File: src/rtl/mem_req_arbiter.sv
// Round-robin arbiter sharing one memory request/response packet channel.
// Responses are routed back in order through an owner FIFO.
module mem_req_arbiter #(
    parameter int PKT_W     = 64,
    parameter int N_REQ     = 2,
    parameter int MAX_OUTST = 4
) (
    input  logic                       clk,
    input  logic                       reset,
    input  logic [N_REQ-1:0]           req_valid_i,
    input  logic [N_REQ*PKT_W-1:0]     req_pkt_i,
    output logic [N_REQ-1:0]           req_ack_o,
    output logic [N_REQ-1:0]           resp_valid_o,
    output logic [PKT_W-1:0]           resp_pkt_o,
    output logic                       mem_req_valid_o,
    output logic [PKT_W-1:0]           mem_req_pkt_o,
    input  logic                       mem_req_ack_i,
    input  logic                       mem_resp_valid_i,
    input  logic [PKT_W-1:0]           mem_resp_pkt_i,
    output logic [$clog2(MAX_OUTST):0] outst_o,
    output logic                       err_o
);

    localparam int IDW = (N_REQ > 1) ? $clog2(N_REQ) : 1;
    localparam int PW  = (MAX_OUTST > 1) ? $clog2(MAX_OUTST) : 1;
    localparam int CW  = $clog2(MAX_OUTST) + 1;

    typedef enum logic {IDLE, LOCKED} state_t;

    state_t         state;
    state_t         state_nxt;
    logic [IDW-1:0] rr_ptr;
    logic [IDW-1:0] rr_nxt;
    logic [IDW-1:0] lock_id;
    logic [IDW-1:0] lock_id_nxt;
    logic [IDW-1:0] owner;
    logic [IDW-1:0] head;
    logic [IDW-1:0] fifo [MAX_OUTST];
    logic [PW-1:0]  wptr;
    logic [PW-1:0]  rptr;
    logic [CW-1:0]  count;
    logic           err;
    logic           issue;
    logic           push;
    logic           pop;
    logic           drop;

    // Locked owner wins; otherwise search upward from rr_ptr with wrap.
    always_comb begin
        int   idx;
        logic found;
        idx   = 0;
        found = 1'b0;
        owner = rr_ptr;
        if (state == LOCKED) begin
            owner = lock_id;
        end else begin
            for (int i = 0; i < N_REQ; i++) begin
                idx = int'(rr_ptr) + i;
                if (idx >= N_REQ) idx = idx - N_REQ;
                if (!found && req_valid_i[idx]) begin
                    owner = IDW'(idx);
                    found = 1'b1;
                end
            end
        end
    end

    assign head  = fifo[rptr];
    assign issue = reset && ((state == LOCKED) ||
                   ((|req_valid_i) && (count < CW'(MAX_OUTST))));
    assign push  = issue && mem_req_ack_i;
    assign pop   = reset && mem_resp_valid_i && (count != '0);
    assign drop  = mem_resp_valid_i && (count == '0);

    assign mem_req_valid_o = issue;
    assign mem_req_pkt_o   = req_pkt_i[int'(owner)*PKT_W +: PKT_W];
    assign req_ack_o       = push ? (N_REQ'(1) << owner) : '0;
    assign resp_valid_o    = pop ? (N_REQ'(1) << head) : '0;
    assign resp_pkt_o      = mem_resp_pkt_i;
    assign outst_o         = count;
    assign err_o           = err;

    always_comb begin
        state_nxt   = state;
        lock_id_nxt = lock_id;
        rr_nxt      = rr_ptr;
        unique case (1'b1)
            push: begin
                state_nxt = IDLE;
                rr_nxt    = (owner == IDW'(N_REQ - 1)) ? '0 : owner + 1'b1;
            end
            (issue && !mem_req_ack_i && state == IDLE): begin
                state_nxt   = LOCKED;
                lock_id_nxt = owner;
            end
            default: ;
        endcase
    end

    always_ff @(posedge clk or negedge reset) begin
        if (!reset) begin
            state   <= IDLE;
            lock_id <= '0;
            rr_ptr  <= '0;
            err     <= 1'b0;
            wptr    <= '0;
            rptr    <= '0;
            count   <= '0;
        end else begin
            state   <= state_nxt;
            lock_id <= lock_id_nxt;
            rr_ptr  <= rr_nxt;
            if (drop) err <= 1'b1;
            if (push) wptr <= wptr + 1'b1;
            if (pop) rptr <= rptr + 1'b1;
            unique case ({push, pop})
                2'b10:   count <= count + 1'b1;
                2'b01:   count <= count - 1'b1;
                default: ;
            endcase
        end
    end

    // Owner storage needs no reset: entries are only read below count.
    always_ff @(posedge clk) begin
        if (push) fifo[wptr] <= owner;
    end

endmodule

File: config.mk
export PLATFORM = sky130hd
export DESIGN_NAME = mem_req_arbiter
export DESIGN_NICKNAME = d
export VERILOG_FILES = /design/src/rtl/mem_req_arbiter.sv
export SDC_FILE = /design/constraint.sdc
export NUM_CORES = 1
export LEC_CHECK = 0
export CAP_MARGIN = 10
export CORE_AREA = 3 3 128 130
export DETAILED_ROUTE_END_ITERATION = 10
export DIE_AREA = 0 0 131 133
export GPL_ROUTABILITY_DRIVEN = 1
export HOLD_SLACK_MARGIN = 0.06
export SLEW_MARGIN = 10
export SYNTH_ARGS = -nofsm -noshare
export SYNTH_HDL_FRONTEND = slang
export SYNTH_SLANG_ARGS = --single-unit
File: constraint.sdc
create_clock -name clk -period 4.2 [get_ports clk]
set_input_delay 0.84 -clock clk [delete_from_list [all_inputs] [get_ports clk]]
set_output_delay 0.84 -clock clk [all_outputs]
set_load 0.02 [all_outputs]
### Yosys cells after proc, flatten, opt, wreduce, memory -nomap -nowiden

Memory sizes are Yosys's and may differ from the RTL's.
Index checks and enable logic that the tools add are counted.

* add/subtract/negate cells: 8
* magnitude comparators: 5
* eq/ne operators: 2
* shift-type cells: 3
* mux-type cells: 22
* bitwise logic cells: 1
* reductions and logical operators: 17

Operators with widths (number)
* 2-to-1 mux 32 bit: 4
* indexed part select 128 x 8 -> 64 bit: 1
* < comparator 32 x 3 -> 1 bit, second input constant: 2
* 2-to-1 mux 1 bit: 14
* logical AND 1 bit: 9
* case mux 3 bit (2 select lines): 1
* adder 2 x 1 -> 2 bit, second input constant: 2
* 2-to-1 mux 2 bit: 2
* nonzero test 2 bit: 2
* left shift 1 x 1 -> 2 bit, first input constant: 2
* adder 3 x 1 -> 3 bit, second input constant: 1
* zero test 3 bit: 1
* < comparator 3 bit, second input constant: 1
* nonzero test 3 bit: 1
* subtractor 1 x 2 -> 3 bit, second input constant: 1
* subtractor 2 x 2 -> 3 bit, second input constant: 1
* subtractor 3 x 1 -> 3 bit, second input constant: 1
* adder 1 x 1 -> 2 bit, second input constant: 1
* equality test 2 x 1 -> 1 bit, second input constant: 1
* equality test 2 bit, second input constant: 1
* greater-or-equal comparator 1 x 2 -> 1 bit, second input constant: 1
* greater-or-equal comparator 2 bit, second input constant: 1
* zero test 1 bit: 2
* case mux 1 bit (2 select lines): 1
* 4 further kinds: 4

* register bits: 11
* RAM bits: 4
* input port bits: 198
* output and inout bits: 137
* word-level logic and storage cells: 66
* memories kept: 1

Memories
* fifo: words 4, bits a word 1, rd ports 1, clocked after memory_dff 0, write ports 1, line 38 `logic [IDW-1:0] fifo [MAX_OUTST];`

### Depth between registers and ports, before layout

Gate-level depths: netlist of run 1.

* word-level depth: 14
* gate-level depth with buffers: 11
* gate-level depth less buffers: 10

### Least setup slack after synthesis of run 1

Ideal clock, no wire load.

* path type: input port to output port
* start: input port req_valid_i[1]
* end: output port req_ack_o[0]
* arrival time: 1.931 ns
* data required time: 3.360 ns
* setup slack: 1.429 ns
* stages: 6
* path buffers: 1
* path through: o21bai_1 > a21boi_2 > and2_0 > buf_2 > inv_1 > nor2_1

* elaborated cells between the ends (all ways): 20
* those cells by class: shift: 1; mux: 12; reduce/logical: 7

RTL lines
* start: declaration: line 10 `input logic [N_REQ-1:0] req_valid_i,`
* OR reduction 2 bit: line 71 `((|req_valid_i) && (count < CW'(MAX_OUTST))));`
* logical AND 1 bit: line 71
* logical OR 1 bit: line 70 `assign issue = reset && ((state == LOCKED) ||`
* logical AND 1 bit: line 70
* via mem_req_valid_o: line 15 `output logic mem_req_valid_o,`
* logical AND 1 bit: line 72 `assign push = issue && mem_req_ack_i;`
* 2-to-1 mux 2 bit: line 78 `assign req_ack_o = push ? (N_REQ'(1) << owner) : '0;`
* end: declaration: line 12 `output logic [N_REQ-1:0] req_ack_o,`

The timed path passes the listed nets, and every way through them passes these cells. The select of a mux whose other input is x is not followed.

### Final worst setup path of run 1

* start: input port req_valid_i[0]
* end: output port mem_req_pkt_o[8]

* cells in the longest elaborated chain, start to end: 10
* elaborated cells between the ends (all ways): 14
* those cells by class: shift: 1; mux: 11; reduce/logical: 2

RTL lines
* 2-to-1 mux 1 bit (implied by the code) (3 in series): line 61 `if (!found && req_valid_i[idx]) begin`
* 2-to-1 mux 1 bit: line 61
* 2-to-1 mux 1 bit: line 55 `if (state == LOCKED) begin`
* zero test 1 bit: line 61
* logical AND 1 bit: line 61
* 2-to-1 mux 1 bit (*): line 61
* 2-to-1 mux 1 bit (*): line 55
* indexed part select 128 x 8 -> 64 bit (*): line 77 `assign mem_req_pkt_o = req_pkt_i[int'(owner)*PKT_W +: PKT_W];`
* end: declaration: line 16 `output logic [PKT_W-1:0] mem_req_pkt_o,`

Every way passes the cells marked *; elsewhere a longest branch is shown, timed or not. The select of a mux whose other input is x is not followed.

==> summary.txt, run 1 <==
outcome = completed
Remaining DRCs = 0
HPWL Detailed = 7270 um
Initial Utilization = 0.138
sequential share of the synthesized area = 0.187
Die Wd = 131 um
Resized cells post-CTS = 0
IO Count = 335
FF+latch count, synth = 15
vias in the first global route = 2117
largest net degree at the start of global routing = 68
CP startpoint kind = input port
Multi-input gate area = 1130 sq um
Final setup viols = 0
Routed WL = 8270 um
Critical path origin = req_valid_i[0]
commonest cells after routing, fill and taps aside = 206 x clkdlybuf4s50_1, 39 x mux2_2, 20 x mux2_4
routing usage on met2 = 0.166
hold path depth = 1
TNS Setup = 0 ns
post-synthesis cell count = 202
Worst EP required = 3.36 ns
total CTS buffers = 3
cell count of the worst reg-to-reg path = 10
root buffer cell = clkbuf_16
# port buffers = 206
VDD IR-drop max = 0.000235 V
Final ANT Viol Nets = 0
met1 GRT Util = 0.0861
DRT Pass-1 Iters = 2
critical path type = input port to output port
Max Fclk = 258 MHz
wire per inst = 14.9 um
clk_skew = 0.00171 ns
met3 usage = 0.0384
Clk Latency, worst-skew pair = 0.25 ns
Finished Layout Cells = 554
R2R Path Start = outst_o[2]
Seq. cell area = 395 sq um
worst min-delay path category = register to register
grt total ovfl = 0
# fillers = 1614
CTS tree = built
commonest non-fill, non-tap cell in the layout = clkdlybuf4s50_1
global route hottest layer = met2
dpl cells = 550
ant diodes = 0
# H-tree levels = 1
clk sinks = 15
fin crit period = 3.88 ns
Syn Nets = 406
crit path max fanout = 67
Overall Global Routing Usage = 0.0875
Leakage = 1.58 nW
core area = 15300 sq um
FP Rows = 45
routed vias = 1938
layout cells sized above 1 = 0.204
pwr/cell area = 507 nW/um^2
Mapped Area = 2110 sq um
initial antenna violation count = 0
max-slew violation count = 0
Area Overhead vs Synth = 89.9%
global-route wire length before repair = 11900 um
DR iter-0 viols = 74
Max Buffers Root-to-Sink = 2
Crit path arrival time = 3.04 ns
RD Place Congestion = 0.737
CTS Hold Bufs = 0
Ys Warns = 0
setup bufs post-CTS = 0
CP Capture Type = output port
final net count = 548
die height = 133 um
fin crit share = 0.923
RSZ-0062 raised after global routing = no
synth unique cells = 28
Slew @ Worst Pin = 0.465 ns
via/cell ratio = 3.50
Mean Syn Cell Area = 10.4 sq um
Max-Cap Viols = 0
HP Start = rptr[1]
Slew HR = 0.690
Power Total = 2.03 mW
Reg clk slew, reported paths = 0.05 ns
die area = 17400 sq um
Hold Fails Final Rpt = 0
## cell families (layout without fill, tap and decap cells)
logic type | Yosys count | in the layout | synth area share
multiplexers | 69 | 69 | 0.408
AO/OA/AOI/OAI | 5 | 5 | 0.0190
XOR/XNOR | 6 | 6 | 0.0249
AND/OR/NAND/NOR | 18 | 18 | 0.0433
flip-flops | 15 | 15 | 0.187
buffers and inverters | 83 | 224 | 0.278
adder cells (fa/ha/maj) | 6 | 6 | 0.0391
## metrics by stage
stage	worst slack (ns)	hold WS, ns	cell area (sq um)	utilization
CTS	0.341	0.485	4010	0.263
global route	0.176	0.514	4010	0.263
floorplan	1.43	0.453	2110	-
finish	0.324	0.481	4010	0.263
global placement	0.349	0.470	3930	0.257
detailed placement	0.350	0.476	3930	0.257
## metal layers
metal / up-vias / share of wire
li1: 902 / -
met1: 869 / 0.33
met2: 158 / 0.53
met3: 9 / 0.13
met4: 0 / 0.014
met5: - / 0
## cell usage after synthesis
cell      instances  area share
buf_4            64        0.23
mux2_2           39        0.21
mux2_4           20        0.14
dfrtp_1          11        0.13
inv_1            10       0.018
mux2_1            8       0.043
nor2_1            7       0.012
ha_1              5       0.030
and3_1            4       0.012
buf_2             4      0.0095
buf_6             4       0.021
edfxtp_1          4       0.057
xnor2_1           4       0.017
nand2_1           2      0.0036
o21bai_1          2      0.0071
xor2_1            2      0.0083
a21boi_2          1      0.0053
a21oi_1           1      0.0024
and2_0            1      0.0030
and2_1            1      0.0030
fa_1              1      0.0095
inv_2             1      0.0018
mux2i_1           1      0.0047
mux4_2            1       0.011
nand3_1           1      0.0024
nor4b_1           1      0.0042
o31a_1            1      0.0042
or3_1             1      0.0030
## registers in the layout (all words and copies together) (netlist names)
signal,flops
state,1
rr_ptr,1
rptr,2
lock_id,1
outst_o,3
wptr,2
fifo,4
err_o,1
## cell type report
type | count | area share
Clock buffer | 3 | 0.0187
Inverter | 11 | 0.0103
Timing Repair Buffer | 209 | 0.523
Sequential cell | 15 | 0.0987
Tap cell | 211 | 0.0659
Multi-Input combinational cell | 104 | 0.282
Clock inverter | 1 | 0.00125
## worst paths after layout
| check | endpoint | slack, ns |
|---|---|---|
| max | mem_req_pkt_o[8] | 0.32 |
| min | rptr[1] | 0.48 |
| max reg2reg | outst_o[2] | 1.89 |
| min reg2reg | rptr[1] | 0.48 |
| max in group asynchronous | err_o | 3.04 |
| min in group asynchronous | outst_o[1] | 1.00 |
## worst max-delay path, stage by stage
cell,delay (ns)
clkdlybuf4s50_1,0.49
inv_2,0.04
a21oi_1,0.13
o31a_2,0.18
buf_12,0.28
mux2_2,0.39
clkdlybuf4s50_1,0.56
## report_power, final
part | leakage [nW] | switching, mW | internal (mW) | total, mW
Combinational | 1.38 | 0.706 | 0.879 | 1.58
Sequential | 0.162 | 0.0476 | 0.214 | 0.262
Clock | 0.0409 | 0.0579 | 0.127 | 0.185
Total | 1.58 | 0.811 | 1.22 | 2.03
Power figures use the tool's default switching activity.
==> run 2: changes to the inputs <==
--- a/config.mk
+++ b/config.mk
@@ -6,9 +6,9 @@
 export NUM_CORES = 1
 export LEC_CHECK = 0
 export CAP_MARGIN = 10
-export CORE_AREA = 3 3 128 130
+export CORE_AREA = 3 3 129 131
 export DETAILED_ROUTE_END_ITERATION = 10
-export DIE_AREA = 0 0 131 133
+export DIE_AREA = 0 0 132 134
 export GPL_ROUTABILITY_DRIVEN = 1
 export HOLD_SLACK_MARGIN = 0.06
 export SLEW_MARGIN = 10
==> constraint.sdc (replaced) <==
create_clock -name clk -period 4.05 [get_ports clk]
set_input_delay 0.81 -clock clk [delete_from_list [all_inputs] [get_ports clk]]
set_output_delay 0.81 -clock clk [all_outputs]
set_load 0.02 [all_outputs]
==> summary.txt, run 2 (synthesis gave the netlist of run 1 again) <==
routed vias = 1973 (+1.8%)
FF-to-FF End = outst_o[2]
routing usage on met2 = 0.166 (+0.000274)
max-slew violation count = 0 (unchanged)
die area = 17700 sq um (+1.5%)
Resized cells post-CTS = 0 (unchanged)
IO Count = 335 (unchanged)
commonest cells after routing, fill and taps aside = 206 x clkdlybuf4s50_1, 39 x mux2_2, 20 x mux2_4
Leakage = 1.59 nW (+0.46%)
dpl cells = 556 (+1.1%)
Slew HR = 0.807 (+0.117)
Slowest cell on crit path = clkdlybuf4s50_1
Max-Cap Viols = 0 (unchanged)
Remaining DRCs = 0 (unchanged)
global route hottest layer = met2
worst hold endpoint = rptr[1]
Max Buffers Root-to-Sink = 2 (unchanged)
most frequent cell on the critical path = clkdlybuf4s50_1
Worst path max stage delay = 0.55 ns (about the same)
worst min-delay path category = register to register
Clk Latency, worst-skew pair = 0.24 ns (about the same)
cell count of the worst reg-to-reg path = 10 (unchanged)
DR iter-0 viols = 38 (-49%)
critical path type = input port to output port
pwr/cell area = 527 nW/um^2 (+4.0%)
global-route wire length before repair = 11600 um (-1.9%)
RSZ-0062 raised after global routing = no
TNS Setup = 0 ns (unchanged)
HPWL Detailed = 6710 um (-7.7%)
Worst EP required = 3.24 ns (-0.12 ns)
core area = 15700 sq um (+3.0%)
initial antenna violation count = 0 (unchanged)
commonest non-fill, non-tap cell in the layout = clkdlybuf4s50_1
# H-tree levels = 1 (unchanged)
fin crit share = 0.909
Die Wd = 132 um (+0.76%)
flop-to-flop setup slack = 1.84 ns (-0.05 ns)
hold path depth = 1 (unchanged)
total CTS buffers = 3 (unchanged)
Crit path arrival time = 2.87 ns (-0.17 ns)
Hold Fails Final Rpt = 0 (unchanged)
clk_skew = 0.00127 ns (-0.000443 ns)
# port buffers = 206 (unchanged)
Routed WL = 7660 um (-7.5%)
CTS Hold Bufs = 0 (unchanged)
Overall Global Routing Usage = 0.0811 (-0.00638)
CP Capture Type = output port
DRT Pass-1 Iters = 4 (+2)
wire per inst = 13.7 um (-8.5%)
met1 GRT Util = 0.0762 (-0.00990)
Reg with most FFs = fifo
crit path max fanout = 37 (-45%)
CP startpoint kind = input port
vias in the first global route = 2138 (+0.99%)
final net count = 549 (+0.18%)
Initial Utilization = 0.134 (-0.00400)
Final ANT Viol Nets = 0 (unchanged)
Final setup viols = 0 (unchanged)
Area Overhead vs Synth = 91.0%
die height = 134 um (+0.75%)
outcome = completed
crit path cell chain = clkdlybuf4s50_1 > inv_2 > a21oi_1 > o31a_2 > buf_12 > mux2_2 > clkdlybuf4s50_1
number of flip-flops in the largest register = 4 (unchanged)
RD Place Congestion = 0.850 (+15%)
Max Fclk = 272 MHz
ant diodes = 0 (unchanged)
Slew @ Worst Pin = 0.285 ns (-0.180 ns)
CTS tree = built
layout cells sized above 1 = 0.203 (-0.000593)
setup bufs post-CTS = 0 (unchanged)
Multi-input gate area = 1130 sq um (unchanged)
VDD IR-drop max = 0.000378 V (+60%)
met3 usage = 0.0259 (-0.0125)
clk sinks = 15 (unchanged)
# fillers = 1660 (+2.9%)
HP Start = rptr[1]
Reg clk slew, reported paths = 0.05 ns (about the same)
largest net degree at the start of global routing = 38 (-44%)
CP bufs+invs = 4 (unchanged)
kind of cell adding the most delay to the critical path = buffers and inverters
FP Rows = 46 (+2.2%)
Finished Layout Cells = 560 (+1.1%)
root buffer cell = clkbuf_16
Seq. cell area = 395 sq um (unchanged)
via/cell ratio = 3.52 (+0.72%)
R2R Path Start = outst_o[2]
grt total ovfl = 0 (unchanged)
Finished Core Util = 0.257 (-0.00600)
fin crit period = 3.68 ns
run 2: changes by cell type in the layout (fill, tap and decap cells not counted), sizes merged:
cell | before | now
clkinv | 1 | 0
clkbuf | 3 | 4
buf | 3 | 4
run 2: area by class of cell:
| class | count | area share |
|---|---|---|
| tap | 216 | 0.0670 |
| multi-input combinational | 104 | 0.280 |
| inverter | 11 | 0.0102 |
| clock buffer | 4 | 0.0195 |
| sequential | 15 | 0.0980 |
| timing repair buffer | 210 | 0.525 |
run 2: through the flow:
step                setup slack (ns)  power, mW  hold slack [ns]  area [sq um]
floorplan                       1.34       1.35            0.453          2110
global placement               0.364       1.93            0.461          3950
detailed placement             0.368       1.96            0.477          3950
CTS                            0.357       2.16            0.489          4030
global route                   0.244       2.25            0.517          4030
finish                         0.368       2.13            0.482          4030
run 2: worst reg2reg max path: stages (launching register included):
cell and delay, ns:
dfrtp_1 0.42, o21bai_1 0.21, a21boi_2 0.15, and2_0 0.19, inv_1 0.12, ha_1 0.20
inv_1 0.06, fa_1 0.37, xor2_1 0.15, nor2_1 0.12, xor2_1 0.15
run 2: per-layer routing:
| layer | part of all wire | vias up |
|---|---|---|
| met5 | 0 | - |
| met4 | 0.020 | 0 |
| met3 | 0.10 | 22 |
| met2 | 0.53 | 167 |
| met1 | 0.34 | 884 |
| li1 | - | 900 |
run 2: worst max path at each step:
stage,from,end,slack [ns],depth (start not counted)
global placement,req_valid_i[0],mem_req_pkt_o[10],0.36,7
detailed placement,req_valid_i[0],mem_req_pkt_o[49],0.37,7
global route,req_valid_i[0],req_ack_o[0],0.24,8
finish,req_valid_i[0],mem_req_pkt_o[49],0.37,7
floorplan,req_valid_i[1],req_ack_o[0],1.34,6
CTS,req_valid_i[0],mem_req_pkt_o[49],0.36,7
run 2: report_power, final:
part	internal (mW)	switching, mW
Combinational	0.930	0.734
Sequential	0.222	0.0503
Clock	0.133	0.0565
==> run 3: changes to the inputs <==
--- a/config.mk
+++ b/config.mk
@@ -7,6 +7,7 @@
 export LEC_CHECK = 0
 export CAP_MARGIN = 10
 export CORE_AREA = 3 3 129 131
+export CTS_CLUSTER_SIZE = 30
 export DETAILED_ROUTE_END_ITERATION = 10
 export DIE_AREA = 0 0 132 134
 export GPL_ROUTABILITY_DRIVEN = 1
==> results of run 3 <==
Same layout as run 2: the final DEF is identical, and so are final timing and power.
